### src/rtl/abs_diff_pkg.sv
// Shared types and arithmetic helpers for the approximate absolute-difference datapath.
// Helpers work on a fixed 33-bit container so any legal WIDTH (2..32) fits with a spare bit.
package abs_diff_pkg;

    localparam int MAX_W = 33;

    typedef enum logic [1:0] {
        MODE_EXACT     = 2'b00,
        MODE_RES_TRUNC = 2'b01,
        MODE_OPD_TRUNC = 2'b10,
        MODE_RSVD      = 2'b11
    } mode_e;

    function automatic logic [MAX_W-1:0] clear_low_f(input logic [MAX_W-1:0] v, input int n);
        logic [MAX_W-1:0] mask;
        mask = {MAX_W{1'b1}} << n;
        return v & mask;
    endfunction

    function automatic logic [MAX_W-1:0] abs_diff_f(input logic [MAX_W-1:0] x, input logic [MAX_W-1:0] y);
        return (x >= y) ? (x - y) : (y - x);
    endfunction

endpackage

### src/rtl/abs_diff_core.sv
// Combinational exact/approximate absolute difference and the error between them.
module abs_diff_core
    import abs_diff_pkg::*;
#(
    parameter int WIDTH      = 4,
    parameter int APPROX_LSB = 1
) (
    input  logic [WIDTH-1:0] a,
    input  logic [WIDTH-1:0] b,
    input  logic [1:0]       mode,
    output logic [WIDTH-1:0] exact,
    output logic [WIDTH-1:0] approx,
    output logic [WIDTH-1:0] err
);

    logic [WIDTH-1:0] exact_s;
    logic [WIDTH-1:0] opd_s;
    logic [WIDTH-1:0] approx_s;
    logic [WIDTH-1:0] err_s;

    // Every difference of two WIDTH-bit values fits back into WIDTH bits, so the casts are lossless
    always_comb begin
        exact_s = WIDTH'(abs_diff_f(MAX_W'(a), MAX_W'(b)));
        opd_s   = WIDTH'(abs_diff_f(clear_low_f(MAX_W'(a), APPROX_LSB),
                                    clear_low_f(MAX_W'(b), APPROX_LSB)));
        case (mode_e'(mode))
            MODE_RES_TRUNC: approx_s = WIDTH'(clear_low_f(MAX_W'(exact_s), APPROX_LSB));
            MODE_OPD_TRUNC: approx_s = opd_s;
            default:        approx_s = exact_s;
        endcase
        err_s = WIDTH'(abs_diff_f(MAX_W'(exact_s), MAX_W'(approx_s)));
    end

    assign exact  = exact_s;
    assign approx = approx_s;
    assign err    = err_s;

endmodule

### src/rtl/abs_diff_approx_pipe.sv
// Two-stage streaming approximate |a-b| with per-sample error check and running statistics.
module abs_diff_approx_pipe
    import abs_diff_pkg::*;
#(
    parameter int WIDTH      = 4,
    parameter int APPROX_LSB = 1,
    parameter int COUNT_W    = 16
) (
    input  logic               clk,
    input  logic               rst_n,
    input  logic               in_valid,
    output logic               in_ready,
    input  logic [WIDTH-1:0]   a_i,
    input  logic [WIDTH-1:0]   b_i,
    input  logic [1:0]         mode_i,
    input  logic [WIDTH-1:0]   et_i,
    output logic               out_valid,
    input  logic               out_ready,
    output logic [WIDTH-1:0]   diff_o,
    output logic [WIDTH-1:0]   err_o,
    output logic               viol_o,
    input  logic               clr_stats_i,
    output logic [COUNT_W-1:0] sample_cnt_o,
    output logic [COUNT_W-1:0] viol_cnt_o,
    output logic [WIDTH-1:0]   max_err_o
);

    logic               s1_valid_r;
    logic [WIDTH-1:0]   s1_a_r;
    logic [WIDTH-1:0]   s1_b_r;
    logic [1:0]         s1_mode_r;
    logic [WIDTH-1:0]   s1_et_r;

    logic               out_valid_r;
    logic [WIDTH-1:0]   diff_r;
    logic [WIDTH-1:0]   err_r;
    logic               viol_r;

    logic [COUNT_W-1:0] sample_cnt_r;
    logic [COUNT_W-1:0] viol_cnt_r;
    logic [WIDTH-1:0]   max_err_r;

    logic               s2_load_s;
    logic               s1_load_s;
    logic               in_ready_s;
    logic               xfer_s;
    logic [WIDTH-1:0]   exact_s;
    logic [WIDTH-1:0]   approx_s;
    logic [WIDTH-1:0]   core_err_s;
    logic               exact_unused_s;

    // Pipeline advance: S1 may refill in the same cycle it hands its beat to S2
    always_comb begin
        s2_load_s  = s1_valid_r & (~out_valid_r | out_ready);
        in_ready_s = rst_n & (~s1_valid_r | s2_load_s);
        s1_load_s  = in_valid & in_ready_s;
        xfer_s     = out_valid_r & out_ready;
    end

    abs_diff_core #(
        .WIDTH      (WIDTH),
        .APPROX_LSB (APPROX_LSB)
    ) u_core (
        .a      (s1_a_r),
        .b      (s1_b_r),
        .mode   (s1_mode_r),
        .exact  (exact_s),
        .approx (approx_s),
        .err    (core_err_s)
    );

    // The exact value is only needed inside the core to derive the error
    assign exact_unused_s = ^exact_s;

    // Stage 1: operand capture
    always_ff @(posedge clk) begin
        if (!rst_n) begin
            s1_valid_r <= 1'b0;
            s1_a_r     <= '0;
            s1_b_r     <= '0;
            s1_mode_r  <= 2'b00;
            s1_et_r    <= '0;
        end else if (s1_load_s) begin
            s1_valid_r <= 1'b1;
            s1_a_r     <= a_i;
            s1_b_r     <= b_i;
            s1_mode_r  <= mode_i;
            s1_et_r    <= et_i;
        end else if (s2_load_s) begin
            s1_valid_r <= 1'b0;
        end
    end

    // Stage 2: result registers, held while the consumer stalls
    always_ff @(posedge clk) begin
        if (!rst_n) begin
            out_valid_r <= 1'b0;
            diff_r      <= '0;
            err_r       <= '0;
            viol_r      <= 1'b0;
        end else if (s2_load_s) begin
            out_valid_r <= 1'b1;
            diff_r      <= approx_s;
            err_r       <= core_err_s;
            viol_r      <= (core_err_s > s1_et_r);
        end else if (xfer_s) begin
            out_valid_r <= 1'b0;
        end
    end

    // Statistics count only delivered results; a clear drops a coincident transfer
    always_ff @(posedge clk) begin
        if (!rst_n || clr_stats_i) begin
            sample_cnt_r <= '0;
            viol_cnt_r   <= '0;
            max_err_r    <= '0;
        end else if (xfer_s) begin
            if (sample_cnt_r != {COUNT_W{1'b1}}) begin
                sample_cnt_r <= sample_cnt_r + COUNT_W'(1);
            end
            if (viol_r && (viol_cnt_r != {COUNT_W{1'b1}})) begin
                viol_cnt_r <= viol_cnt_r + COUNT_W'(1);
            end
            if (err_r > max_err_r) begin
                max_err_r <= err_r;
            end
        end
    end

    assign in_ready     = in_ready_s;
    assign out_valid    = out_valid_r;
    assign diff_o       = diff_r;
    assign err_o        = err_r;
    assign viol_o       = viol_r;
    assign sample_cnt_o = sample_cnt_r;
    assign viol_cnt_o   = viol_cnt_r;
    assign max_err_o    = max_err_r;

endmodule

### config.mk
export PLATFORM = sky130hd
export DESIGN_NAME = abs_diff_approx_pipe
export DESIGN_NICKNAME = d
export VERILOG_FILES = /design/src/rtl/abs_diff_pkg.sv /design/src/rtl/abs_diff_core.sv /design/src/rtl/abs_diff_approx_pipe.sv
export SDC_FILE = /design/constraint.sdc
export NUM_CORES = 1
export LEC_CHECK = 0
export ABC_AREA = 1
export BUFFER_PORTS_ARGS = -buffer_cell sky130_fd_sc_hd__buf_2
export CORE_UTILIZATION = 63
export CTS_BUF_LIST = sky130_fd_sc_hd__clkbuf_8
export DETAILED_ROUTE_END_ITERATION = 8
export PLACE_DENSITY = 0.88
export SETUP_SLACK_MARGIN = 0.05
export SLEW_MARGIN = 20
export SYNTH_ARGS = -nofsm -noshare
export SYNTH_HDL_FRONTEND = slang
export SYNTH_SLANG_ARGS = --single-unit
export TNS_END_PERCENT = 100
### constraint.sdc
create_clock -name clk -period 7.4 [get_ports clk]
set_clock_uncertainty 0.2 [all_clocks]
set_input_delay 1.48 -clock clk [delete_from_list [all_inputs] [get_ports clk]]
set_output_delay 1.48 -clock clk [all_outputs]
set_load 0.02 [all_outputs]
# Yosys cells after proc, flatten, opt, wreduce, memory -nomap -nowiden

Cells that the tools add are included.

Logic and storage cells: 53
Input bits: 19
Output and inout bits: 47
Latch bits: 0
Memory bits (writable): 0
Flip-flop bits (word level): 61
Bits in read-only memories: 0
Memories: 0

Shift-type cells: 0
$lt $le $gt $ge: 5
Bitwise operators: 8
Add/subtract/negate cells: 8
Equal/unequal tests: 4
Divide/modulo/power cells: 0
Reduce and logical (&&, ||, !) cells: 8
Multiply operators: 0
Mux-type cells: 8

Operators with widths:

| kind                                                            | number |
|---|---|
| 16-bit by 1-bit adder with 16-bit output, second input constant | 2 |
| 16-bit != test, second input constant                           | 2 |
| 4-bit subtractor                                                | 6 |
| 4-bit >= comparator                                             | 3 |
| 4-bit two-way mux                                               | 3 |
| 4-bit > comparator                                              | 2 |
| 4-bit case mux with 2 select lines                              | 1 |
| 2-bit AND reduction                                             | 3 |
| 1-bit bitwise AND                                               | 4 |
| 1-bit two-way mux                                               | 4 |
| 2-bit nonzero test                                              | 2 |
| 2-bit by 1-bit == test with 1-bit output, second input constant | 1 |
| 2-bit == test, second input constant                            | 1 |
| 1-bit NOT                                                       | 2 |
| 1-bit OR                                                        | 2 |
| 1-bit logical AND                                               | 1 |
| 1-bit logical NOT                                               | 1 |
| 1-bit logical OR                                                | 1 |

# Longest topological paths before layout

Gate-level depths: netlist of the first run.

Depth in word-level cells: 7
Gate-level depth with buffers: 30
Depth with buffers taken out: 29

# Hierarchy

From an unflattened synthesis of the first run, not the netlist that was laid out.

Cell total of the unflattened synthesis: 583
Area total of the unflattened synthesis: 3,895.0 µm²

By module, submodules not included:

| module               | seq. area each (µm²) | times used | cells an instance | area an instance (µm²) |
|---|---|---|---|---|
| abs_diff_approx_pipe | 1,221.2              | 1          | 458               | 3,066.7 |
| abs_diff_core        | 0.0                  | 1          | 125               | 828.3 |

# Worst setup path before layout of the first run

OpenSTA, ideal clock, no wires.

Path kind: input -> output
From: input port out_ready
To: output port in_ready
Required time: 5.720 ns
Arrival: 1.891 ns
Cell stages on the path: 6
Buffers on the path: 0
Setup slack: 3.829 ns
Path through: inv_1 -> nand2_1 -> nor2_1 -> inv_1 -> nand2_1 -> inv_1

Cells in the longest elaborated chain, start to end: 4

RTL lines:

| item              | line                       | source |
|---|---|---|
| from (decl)       | abs_diff_approx_pipe.sv:18 | `input logic out_ready,` |
| 1-bit OR          | abs_diff_approx_pipe.sv:54 | `s2_load_s = s1_valid_r & (~out_valid_r \| out_ready);` |
| 1-bit bitwise AND | abs_diff_approx_pipe.sv:54 |  |
| 1-bit OR          | abs_diff_approx_pipe.sv:55 | `in_ready_s = rst_n & (~s1_valid_r \| s2_load_s);` |
| 1-bit bitwise AND | abs_diff_approx_pipe.sv:55 |  |
| to (decl)         | abs_diff_approx_pipe.sv:12 | `output logic in_ready,` |

No other way between the ends.

# Worst setup path after layout of the first run

From: register s1_a_r[0]
To: register viol_r, in the netlist viol_o

Cells in the longest elaborated chain, start to end: 6
Elaborated cells on any way between the ends: 10
Classes of those cells: add/sub (4); order compare (3); mux (3)

RTL lines:

| item                                                    | line                        | source |
|---|---|---|
| from (decl)                                             | abs_diff_approx_pipe.sv:29  | `logic [WIDTH-1:0] s1_a_r;` |
| from (signal assigned)                                  | abs_diff_approx_pipe.sv:85  | `s1_a_r <= a_i;` |
| 4-bit subtractor or 4-bit >= comparator (tied branches) | abs_diff_pkg.sv:21          | `return (x >= y) ? (x - y) : (y - x);` |
| 4-bit two-way mux *                                     | abs_diff_pkg.sv:21          |  |
| 4-bit case mux with 2 select lines                      | abs_diff_core.sv:26         | `case (mode_e'(mode))` |
| 4-bit subtractor or 4-bit >= comparator (tied branches) | abs_diff_pkg.sv:21          |  |
| 4-bit two-way mux *                                     | abs_diff_pkg.sv:21          |  |
| net core_err_s[1]                                       | abs_diff_approx_pipe.sv:49  | `logic [WIDTH-1:0] core_err_s;` |
| 4-bit > comparator *                                    | abs_diff_approx_pipe.sv:105 | `viol_r <= (core_err_s > s1_et_r);` |
| to (signal assigned)                                    | abs_diff_approx_pipe.sv:105 |  |
| to (decl)                                               | abs_diff_approx_pipe.sv:37  | `logic viol_r;` |

Mark *: on every way through the listed nets, which the timed path passes. The rest lies on a longest branch.
A chain may end at the register's enable or synchronous reset.

==> flow_summary.json, run 1 <==
{
  "dpl_cell_area_um2": 4120,
  "final_max_slew_viol_count": 0,
  "holdPathEnd": "max_err_o[2]",
  "cts_tree": "built",
  "r2r_start": "s1_a_r[0]",
  "initial_core_util_pct": 66.7,
  "rsz0062_at_grt": "false",
  "synth.net_count": 568,
  "synth_top_family_by_area": "simple AND/OR/NAND/NOR gates",
  "power_switching_w": 0.000398,
  "antenna_found_initial": 0,
  "drtAntennaViolNets": 0,
  "ir_drop_uv": 194,
  "die-area_um2": 6290,
  "cts-root-buf": "clkbuf_8",
  "place.gp.congestion": 0.877,
  "outcome": "complete, no violations",
  "wirelength_mm": 8.62,
  "grt_pass1_wl_mm": 14.3,
  "place_hpwl_mm": 6.21,
  "crit_path_max_fanout": 4,
  "r2r_slack_ns": 3.38,
  "fin_area_um2": 4320,
  "ctsResizeCount": 0,
  "holdCritStartpoint": "max_err_o[2]",
  "rr_worst_depth": 26,
  "area_delta_synth_final_pct": 14.8,
  "worstSkewPairLatency_ns": 0.34,
  "fp.dieH_um": 79.3,
  "clkTransAtPathRegs_ns": 0.07,
  "first_global_vias": 3366,
  "synthAdderAreaFrac_pct": 11.6,
  "worst-setup-path-type": "flip-flop to flip-flop",
  "synth-seq-cells": 61,
  "hold_depth": 2,
  "synthMuxAreaShare_pct": 0.266,
  "fin_nets": 633,
  "clkSinkCount": 61,
  "numCtsBuffers": 9,
  "rows": 27,
  "h-tree-depth": 3,
  "die_w_um": 79.3,
  "grt_remaining_overflow": 0,
  "tightest_slew_ns": 1.04,
  "power_density_nw_per_um2": 246,
  "ys_warn_count": 0,
  "slew_headroom_pct": 30.7,
  "dpl_worst_slack_ns": 3.47,
  "synth-simple-area-share_pct": 27.2,
  "io_pins": 66,
  "postLayoutCoreUtil_pct": 76.6,
  "crit_arrival_ns": 4.03,
  "fin_tns_setup_ns": 0,
  "firstDrtPassIters": 5,
  "worstHoldPathType": "flip-flop to flip-flop",
  "holdBufCountCts": 0,
  "p_clk_share_pct": 28.7,
  "switching_share_pct": 37.4,
  "cts_buffer_depth": 2,
  "synth-compound-area-share_pct": 14.2,
  "timing.final.crit_share_pct": 54.3,
  "intPower_w": 0.000665,
  "seqPwrFrac_pct": 33.1,
  "worstReg2RegEnd": "viol_o",
  "grt_use_total_pct": 28.7,
  "max_freq_mhz": 249,
  "syn_inst": 517,
  "avgSynthCellArea_um2": 7.28,
  "port_buffers": 65,
  "synth_area_um2": 3760,
  "via_per_inst": 5.43,
  "synthXorXnorAreaFrac_pct": 3.95,
  "crit_path_start_kind": "flip-flop",
  "dr.first_iter.drc_count": 194,
  "cp-end-kind": "flip-flop",
  "postCtsSetupRepairBufs": 0,
  "setup_viol": 0,
  "drcViolationCount": 0,
  "hold_viol_final": 0,
  "period_needed_ns": 4.02,
  "wire_per_inst_um": 13.1,
  "core_region_area_um2": 5640,
  "critPathRequiredTime_ns": 7.42,
  "p_comb_share_pct": 38.1,
  "whs_ns": 0.269,
  "grt_max_degree": 29,
  "leakage_nw": 1.95,
  "drive_above_1_share_pct": 19.6,
  "seq_area_frac_synth_pct": 32.4,
  "maxCapViolCount": 0,
  "ys_types": 45,
  "setup_ws_ns": 3.38,
  "diodes": 0,
  "num_vias": 3576
}
[worst max path at each step]
stage	slack, ns	to	startpoint	cells past startpoint
floorplan	3.83	in_ready	out_ready	6
global placement	3.56	in_ready	out_ready	8
detailed placement	3.47	viol_o	s1_a_r[0]	26
CTS	3.42	viol_o	s1_a_r[0]	26
global route	3.06	viol_o	s1_a_r[0]	26
finish	3.38	viol_o	s1_a_r[0]	26
[state kept, by name, summed over array words and instances (netlist names)]
signal / flops
s1_et_r: 4
viol_cnt_o: 16
s1_mode_r: 2
err_o: 4
s1_valid_r: 1
s1_b_r: 4
sample_cnt_o: 16
diff_o: 4
out_valid: 1
max_err_o: 4
viol_o: 1
s1_a_r: 4
[logic make-up after synthesis]
group | Yosys count
DFF | 61
AOI/OAI and AO/OA | 92
other | 1
xor gates and xnor gates | 17
buffers and inverters | 97
and+or+nand+nor | 216
adders and majority gates | 32
muxes | 1
[power by group through the flow]
stage / Combinational [W] / Sequential [W] / Clock (W)
after floorplan: 0.000302 / 0.000367 / 0
after global placement: 0.000369 / 0.000359 / 0
after detailed placement: 0.000391 / 0.000359 / 0
after CTS: 0.000395 / 0.000352 / 0.000306
after global routing: 0.000450 / 0.000353 / 0.000321
final: 0.000405 / 0.000352 / 0.000305
[critical path, cell delays in order (launching register included)]
cell	delay (ns)
dfxtp_1	0.31
inv_1	0.08
ha_1	0.18
inv_1	0.06
fa_1	0.39
inv_1	0.10
nand2_1	0.07
nand2_2	0.09
nand3_1	0.07
nand2_1	0.09
inv_1	0.08
o21ai_0	0.34
ha_1	0.35
ha_1	0.23
inv_1	0.11
nand3_2	0.08
nand2_2	0.10
nand2_2	0.07
nand2_1	0.09
nand2_1	0.06
ha_1	0.28
inv_1	0.06
nor2_1	0.03
o211ai_1	0.16
nand2_1	0.08
nand2_1	0.08
a21oi_1	0.06
[through the flow]
stage	power (W)	std cells
CTS	0.00105	658
finish	0.00106	658
global placement	0.000727	643
global route	0.00112	658
detailed placement	0.000750	643
floorplan	0.000669	517
[synthesized netlist by cell type]
master,count,area (um2)
o21ai_1,4,20.0
conb_1,1,3.75
o21bai_1,1,7.51
buf_2,2,10.0
nor2_2,3,18.8
nand3_1,19,95.1
a41oi_1,1,8.76
or2_2,2,12.5
a21oi_1,36,180
nand2_2,4,25.0
fa_1,5,100
or2_0,1,6.26
a21oi_2,7,61.3
nand3_2,5,50.1
nor4_1,4,25.0
o21ai_0,27,135
mux2i_1,1,10.0
ha_1,27,338
or2_1,1,6.26
nor2_4,1,11.3
xor2_1,10,87.6
inv_2,5,18.8
dfxtp_1,61,1220
inv_1,80,300
buf_6,2,22.5
nand4_2,1,12.5
nor3b_1,1,7.51
nand3b_1,3,22.5
nor2_1,34,128
xnor2_1,7,61.3
buf_4,1,7.51
nand2_4,1,11.3
and3_1,1,6.26
nand2_1,111,417
nand3_4,1,17.5
o211ai_1,3,22.5
nand4_1,11,68.8
o31ai_1,12,90.1
nor3b_2,1,12.5
clkbuf_1,5,18.8
buf_1,2,7.51
nor3_1,7,35.0
and2_1,1,6.26
nor3_2,3,30.0
o21a_1,1,7.51
[final cells by class]
cell class | count | area [um2]
multi-input cells | 359 | 2160
fillers | 422 | 1320
flip-flops and latches | 61 | 1220
repair buffers | 66 | 333
inverters | 85 | 319
clock buffers | 11 | 151
well taps | 72 | 90.1
clock inverters | 4 | 47.5
[metal layers]
metal	up-vias	wire (um)	track usage (%)
met5	-	0	0
met4	0	132	13.6
met3	17	529	5.63
met2	148	4020	48.4
met1	1605	3940	34.9
li1	1806	-	-
[cells in the final DEF (no fill, tap or decap), drive strengths merged, types with 2 or more instances in the layout]
cell	netlist	layout
clkbuf	5	11
xor2	10	10
nand3	25	25
o31ai	12	12
o211ai	3	3
o21ai	31	31
fa	5	5
nor3b	2	2
clkinv	0	2
ha	27	27
nor2	38	38
nand2	116	116
or2	4	4
nor3	10	10
inv	85	85
nand4	12	12
a21oi	43	43
buf	7	66
nand3b	3	3
xnor2	7	7
nor4	4	4
dfxtp	61	61
(Power assumes the default switching activity.)
==> run 2, diff against run 1 <==
--- a/config.mk
+++ b/config.mk
@@ -7,10 +7,10 @@
 export LEC_CHECK = 0
 export ABC_AREA = 1
 export BUFFER_PORTS_ARGS = -buffer_cell sky130_fd_sc_hd__buf_2
-export CORE_UTILIZATION = 63
+export CORE_UTILIZATION = 53
 export CTS_BUF_LIST = sky130_fd_sc_hd__clkbuf_8
 export DETAILED_ROUTE_END_ITERATION = 8
-export PLACE_DENSITY = 0.88
+export PLACE_DENSITY = 0.79
 export SETUP_SLACK_MARGIN = 0.05
 export SLEW_MARGIN = 20
 export SYNTH_ARGS = -nofsm -noshare
==> constraint.sdc (replaced) <==
create_clock -name clk -period 3.6 [get_ports clk]
set_clock_uncertainty 0.2 [all_clocks]
set_input_delay 0.72 -clock clk [delete_from_list [all_inputs] [get_ports clk]]
set_output_delay 0.72 -clock clk [all_outputs]
set_load 0.02 [all_outputs]
==> run 2 against run 1 <==
Against the previous run: register-to-register slack worse by 3.3 ns; worst hold slack worse by 0.0035 ns; routed wire length is 5.3% higher; count of clock-buffer cells in the layout stayed put; core utilization is 7.3 points lower; sequential share of layout area is 2.3 points lower; critical path type unchanged; die area is 18% higher.
==> flow_summary.json, run 2 (synthesized netlist as in run 1, its figures left out) <==
{
  "outcome": "complete, no violations",
  "seqPwrFrac_pct": 27.9,
  "switching_share_pct": 38.2,
  "max_freq_mhz": 285,
  "hold_depth": 2,
  "multi_input_area_um2": 2360,
  "leakage_nw": 2.07,
  "diodes": 0,
  "worstSkewPairLatency_ns": 0.35,
  "grt_use_total_pct": 24.7,
  "grt_pass1_wl_mm": 14.7,
  "cts_tree": "built",
  "antenna_found_initial": 0,
  "rsz0062_at_grt": "true",
  "clkTransAtPathRegs_ns": 0.07,
  "power_density_nw_per_um2": 550,
  "dr.first_iter.drc_count": 190,
  "port_buffers": 65,
  "final_max_slew_viol_count": 0,
  "power_switching_w": 0.000995,
  "drcViolationCount": 0,
  "layout.cells.non_filler": 702,
  "die_w_um": 86.3,
  "postLayoutCoreUtil_pct": 69.3,
  "numCtsBuffers": 9,
  "whs_ns": 0.265,
  "clkSinkCount": 61,
  "slew_headroom_pct": 58.1,
  "drive_above_1_share_pct": 28.9,
  "h-tree-depth": 3,
  "regArea_um2": 1230,
  "holdBufCountCts": 0,
  "firstDrtPassIters": 4,
  "p_clk_share_pct": 24.3,
  "core_region_area_um2": 6830,
  "dp.cells": 672,
  "period_needed_ns": 3.51,
  "fillers": 564,
  "crit_path_max_fanout": 4,
  "hold_viol_final": 0,
  "wirelength_mm": 9.07,
  "cp-end-kind": "flip-flop",
  "maxCapViolCount": 0,
  "io_pins": 66,
  "crit_path_start_kind": "flip-flop",
  "intPower_w": 0.00161,
  "worstHoldPathType": "flip-flop to flip-flop",
  "place.gp.congestion": 0.901,
  "first_global_vias": 3380,
  "fin_nets": 653,
  "cts_buffer_depth": 2,
  "rows": 30,
  "p_comb_share_pct": 47.8,
  "grt_remaining_overflow": 0,
  "initial_core_util_pct": 55.1,
  "via_per_inst": 5.27,
  "worst-setup-path-type": "flip-flop to flip-flop",
  "area_delta_synth_final_pct": 25.7,
  "timing.final.crit_share_pct": 97.5,
  "cts-root-buf": "clkbuf_8",
  "crit_arrival_ns": 3.54,
  "rr_worst_depth": 25,
  "final_common_cell": "nand2_1",
  "drtAntennaViolNets": 0,
  "critPathRequiredTime_ns": 3.63,
  "final_cell_mix": "nand2_1, inv_1, buf_2, dfxtp_1, nor2_1",
  "ir_drop_uv": 413,
  "setup_viol": 0,
  "fp.dieH_um": 86.3,
  "die-area_um2": 7440,
  "grt_max_degree": 29,
  "place_hpwl_mm": 6.18,
  "wire_per_inst_um": 12.9,
  "num_vias": 3699,
  "tightest_slew_ns": 0.627
}
==> run 2: area by class of cell <==
type / count / area share [%]
Clock buffer: 11 / 3.20
Clock inverter: 4 / 1.00
Inverter: 85 / 6.74
Multi-Input combinational cell: 359 / 49.9
Sequential cell: 61 / 26.0
Tap cell: 96 / 2.54
Timing Repair Buffer: 86 / 10.6
==> run 2: power groups by stage <==
stage	clock network (W)	registers (W)	logic [W]
global placement	0	0.000740	0.000782
CTS	0.000638	0.000727	0.000965
floorplan	0	0.000754	0.000622
global route	0.000668	0.000730	0.00135
finish	0.000631	0.000726	0.00124
detailed placement	0	0.000741	0.000806
==> run 2: routing by layer <==
| layer | up-vias | global-route usage, % | routed length, um | part of all wire (%) |
|---|---|---|---|---|
| met3 | 22 | 5.52 | 413 | 4.6 |
| met2 | 111 | 41.9 | 4510 | 50 |
| met5 | - | 0 | 0 | 0 |
| met4 | 0 | 12.0 | 221 | 2.4 |
| met1 | 1717 | 29.5 | 3930 | 43 |
| li1 | 1849 | - | - | - |
==> run 2: stage by stage <==
stage	setup WS [ns]	power, W	TNS, ns	area [um2]
6_report	0.0893	0.00260	0	4730
5_1_grt	-0.0855	0.00274	-0.0855	4730
4_1_cts	0.0523	0.00233	0	4550
3_5_place_dp	-0.0868	0.00155	-0.0868	4190
3_3_place_gp	0.00949	0.00152	0	4190
2_1_floorplan	0.137	0.00138	0	3760
==> run 2: path summary, 6_finish.rpt <==
kind                                    from           end  slack, ns
worst max-delay path               s1_a_r[0]        viol_o       0.09
worst min-delay path            max_err_o[0]  max_err_o[0]       0.27
worst max register to register     s1_a_r[0]        viol_o       0.09
worst min register to register  max_err_o[0]  max_err_o[0]       0.27
==> run 2: timing repair <==
item / in CTS / in global routing
gates cloned: 0 / 0
resized for setup: 22 / 35
pin swaps: 16 / 23
endpoints found under the setup margin: 1 / 1
setup buffers: 9 / 6
==> run 2: critical path: stages (launching register included) <==
cell and delay (ns):
dfxtp_2 0.33, inv_2 0.07, ha_4 0.13, inv_1 0.05
fa_2 0.33, inv_2 0.07, nand2_2 0.06, nand2_4 0.09
nand2_4 0.07, inv_2 0.05, mux2i_1 0.28, nand2_1 0.09
nand2_1 0.09, inv_1 0.07, ha_4 0.24, a21oi_4 0.21
nand2_4 0.09, nand2_2 0.07, nand2_1 0.06, ha_1 0.28
inv_1 0.06, nor2_1 0.04, o211ai_1 0.16, nand2_1 0.07
nand2_1 0.08, a21oi_2 0.05
==> run 3, diff against run 2 <==
--- a/config.mk
+++ b/config.mk
@@ -7,6 +7,7 @@
 export LEC_CHECK = 0
 export ABC_AREA = 1
 export BUFFER_PORTS_ARGS = -buffer_cell sky130_fd_sc_hd__buf_2
+export CORE_ASPECT_RATIO = 0.5
 export CORE_UTILIZATION = 53
 export CTS_BUF_LIST = sky130_fd_sc_hd__clkbuf_8
 export DETAILED_ROUTE_END_ITERATION = 8
==> run 3 against run 2 <==
Against the previous run: highest routed layer unchanged; final area barely moved; critical path depth rose by 3; non-clock buffer count fell by 1; count of clock-buffer cells in the layout fell by 2; sequential share of layout area barely moved; final cell count fell by 0.57%; combinational power barely moved.
==> flow_summary.json, run 3 (synthesized netlist as in run 1, its figures left out) <==
{
  "ir_drop_uv": 329,
  "rr_worst_depth": 28,
  "area_delta_synth_final_pct": 25.6,
  "drtAntennaViolNets": 0,
  "rsz0062_at_grt": "true",
  "outcome": "complete, no violations",
  "cp-end-kind": "flip-flop",
  "worstSkewPairLatency_ns": 0.35,
  "switching_share_pct": 37.2,
  "power_density_nw_per_um2": 563,
  "holdCritStartpoint": "max_err_o[0]",
  "h-tree-depth": 3,
  "antenna_found_initial": 0,
  "slew_headroom_pct": 61.6,
  "fin_area_um2": 4730,
  "critPathBufInv": 7,
  "worstReg2RegEnd": "viol_o",
  "final_common_cell": "nand2_1",
  "p_clk_share_pct": 26.1,
  "hold_depth": 2,
  "maxCapViolCount": 0,
  "drcViolationCount": 0,
  "layout.cells.non_filler": 698,
  "cpMaxStageDelayCell": "fa_2",
  "r2r_start": "s1_a_r[0]",
  "max_stage_delay_ns": 0.38,
  "place.gp.congestion": 0.971,
  "die_w_um": 121,
  "crit_family": "adder cells",
  "initial_core_util_pct": 55.5,
  "tightest_slew_ns": 0.575,
  "io_pins": 66,
  "power_w": 0.00266,
  "cts-root-buf": "clkbuf_8",
  "crit_path_max_fanout": 5,
  "final_max_slew_viol_count": 0,
  "first_global_vias": 3007,
  "place_hpwl_mm": 6.10,
  "worstHoldPathType": "flip-flop to flip-flop",
  "period_needed_ns": 3.43,
  "wire_per_inst_um": 12.8,
  "whs_ns": 0.267,
  "dr.first_iter.drc_count": 223,
  "firstDrtPassIters": 4,
  "timing.final.crit_share_pct": 95.1,
  "crit_arrival_ns": 3.45,
  "cts_tree": "built",
  "seqPwrFrac_pct": 27.3,
  "critPathRequiredTime_ns": 3.62,
  "final_cell_mix": "nand2_1, inv_1, buf_2, dfxtp_1, nor2_1",
  "dp.cells": 670,
  "num_vias": 3607,
  "postLayoutCoreUtil_pct": 69.7,
  "leakage_nw": 2.05,
  "power_switching_w": 0.000989,
  "p_comb_share_pct": 46.7,
  "cp.depth": 28,
  "rows": 21,
  "worst-setup-path-type": "flip-flop to flip-flop",
  "grt_pass1_wl_mm": 13.2,
  "fp.dieH_um": 61.6,
  "r2r_slack_ns": 0.17,
  "grt_max_degree": 29,
  "clkTransAtPathRegs_ns": 0.07,
  "via_per_inst": 5.17,
  "core_region_area_um2": 6780,
  "intPower_w": 0.00167,
  "setup_viol": 0,
  "max_freq_mhz": 292,
  "holdBufCountCts": 0,
  "hold_viol_final": 0,
  "grt_remaining_overflow": 0,
  "dpl_cell_area_um2": 4200,
  "cts_buffer_depth": 2,
  "numCtsBuffers": 9,
  "fin_nets": 652,
  "holdPathEnd": "max_err_o[0]",
  "crit_path_start_kind": "flip-flop",
  "die-area_um2": 7470,
  "wirelength_mm": 8.91,
  "grt_use_total_pct": 23.1,
  "clkSinkCount": 61,
  "port_buffers": 65,
  "diodes": 0,
  "drive_above_1_share_pct": 29.9
}
## run 3: how the worst max path moves through the flow
stage / startpoint / to / slack, ns
detailed placement: s1_a_r[0] / viol_o / -0.09
global route: s1_a_r[0] / viol_o / -0.02
finish: s1_a_r[0] / viol_o / 0.17
global placement: s1_a_r[0] / viol_o / 0.05
CTS: s1_a_r[0] / viol_o / 0.05
floorplan: s1_a_r[0] / viol_o / 0.14
## run 3: layout make-up
| class | instances | area, um2 |
|---|---|---|
| tap | 92 | 115 |
| clock buffer | 9 | 124 |
| clock inverter | 7 | 97.6 |
| fill | 564 | 2050 |
| sequential | 61 | 1230 |
| inverter | 85 | 319 |
| timing repair buffer | 85 | 483 |
| multi-input combinational | 359 | 2360 |
## run 3: worst min-delay path, delay by kind of cell, from the launching register on
family	cells	cell delay, ns
flip-flops	1	0.32
buffers and inverters	1	0.05
AO/OA/AOI/OAI	1	0.05
## run 3: routing by layer
layer,part of all wire (%),track usage (%)
met2,50,40.6
met4,1.1,8.29
met1,45,27.7
met3,4.6,6.85
met5,0,0
## run 3: power by group through the flow
stage	logic (W)	clock network [W]	registers, W
floorplan	0.000622	0	0.000754
finish	0.00124	0.000693	0.000726
global route	0.00137	0.000734	0.000729
global placement	0.000793	0	0.000738
detailed placement	0.000817	0	0.000740
CTS	0.000922	0.000699	0.000725
## run 3: timing repair
item | CTS | global route
buffers inserted | 5 | 7
endpoints found under the setup margin | 1 | 1
pin swaps | 6 | 23
endpoints found under the hold margin | 0 | 0
gates resized for setup | 12 | 45
gates cloned | 0 | 0
## run 3: through the flow
step / setup TNS (ns) / worst slack [ns]
2_1_floorplan: 0 / 0.137
5_1_grt: -0.0200 / -0.0200
4_1_cts: 0 / 0.0549
3_5_place_dp: -0.0946 / -0.0946
3_3_place_gp: 0 / 0.0535
6_report: 0 / 0.175
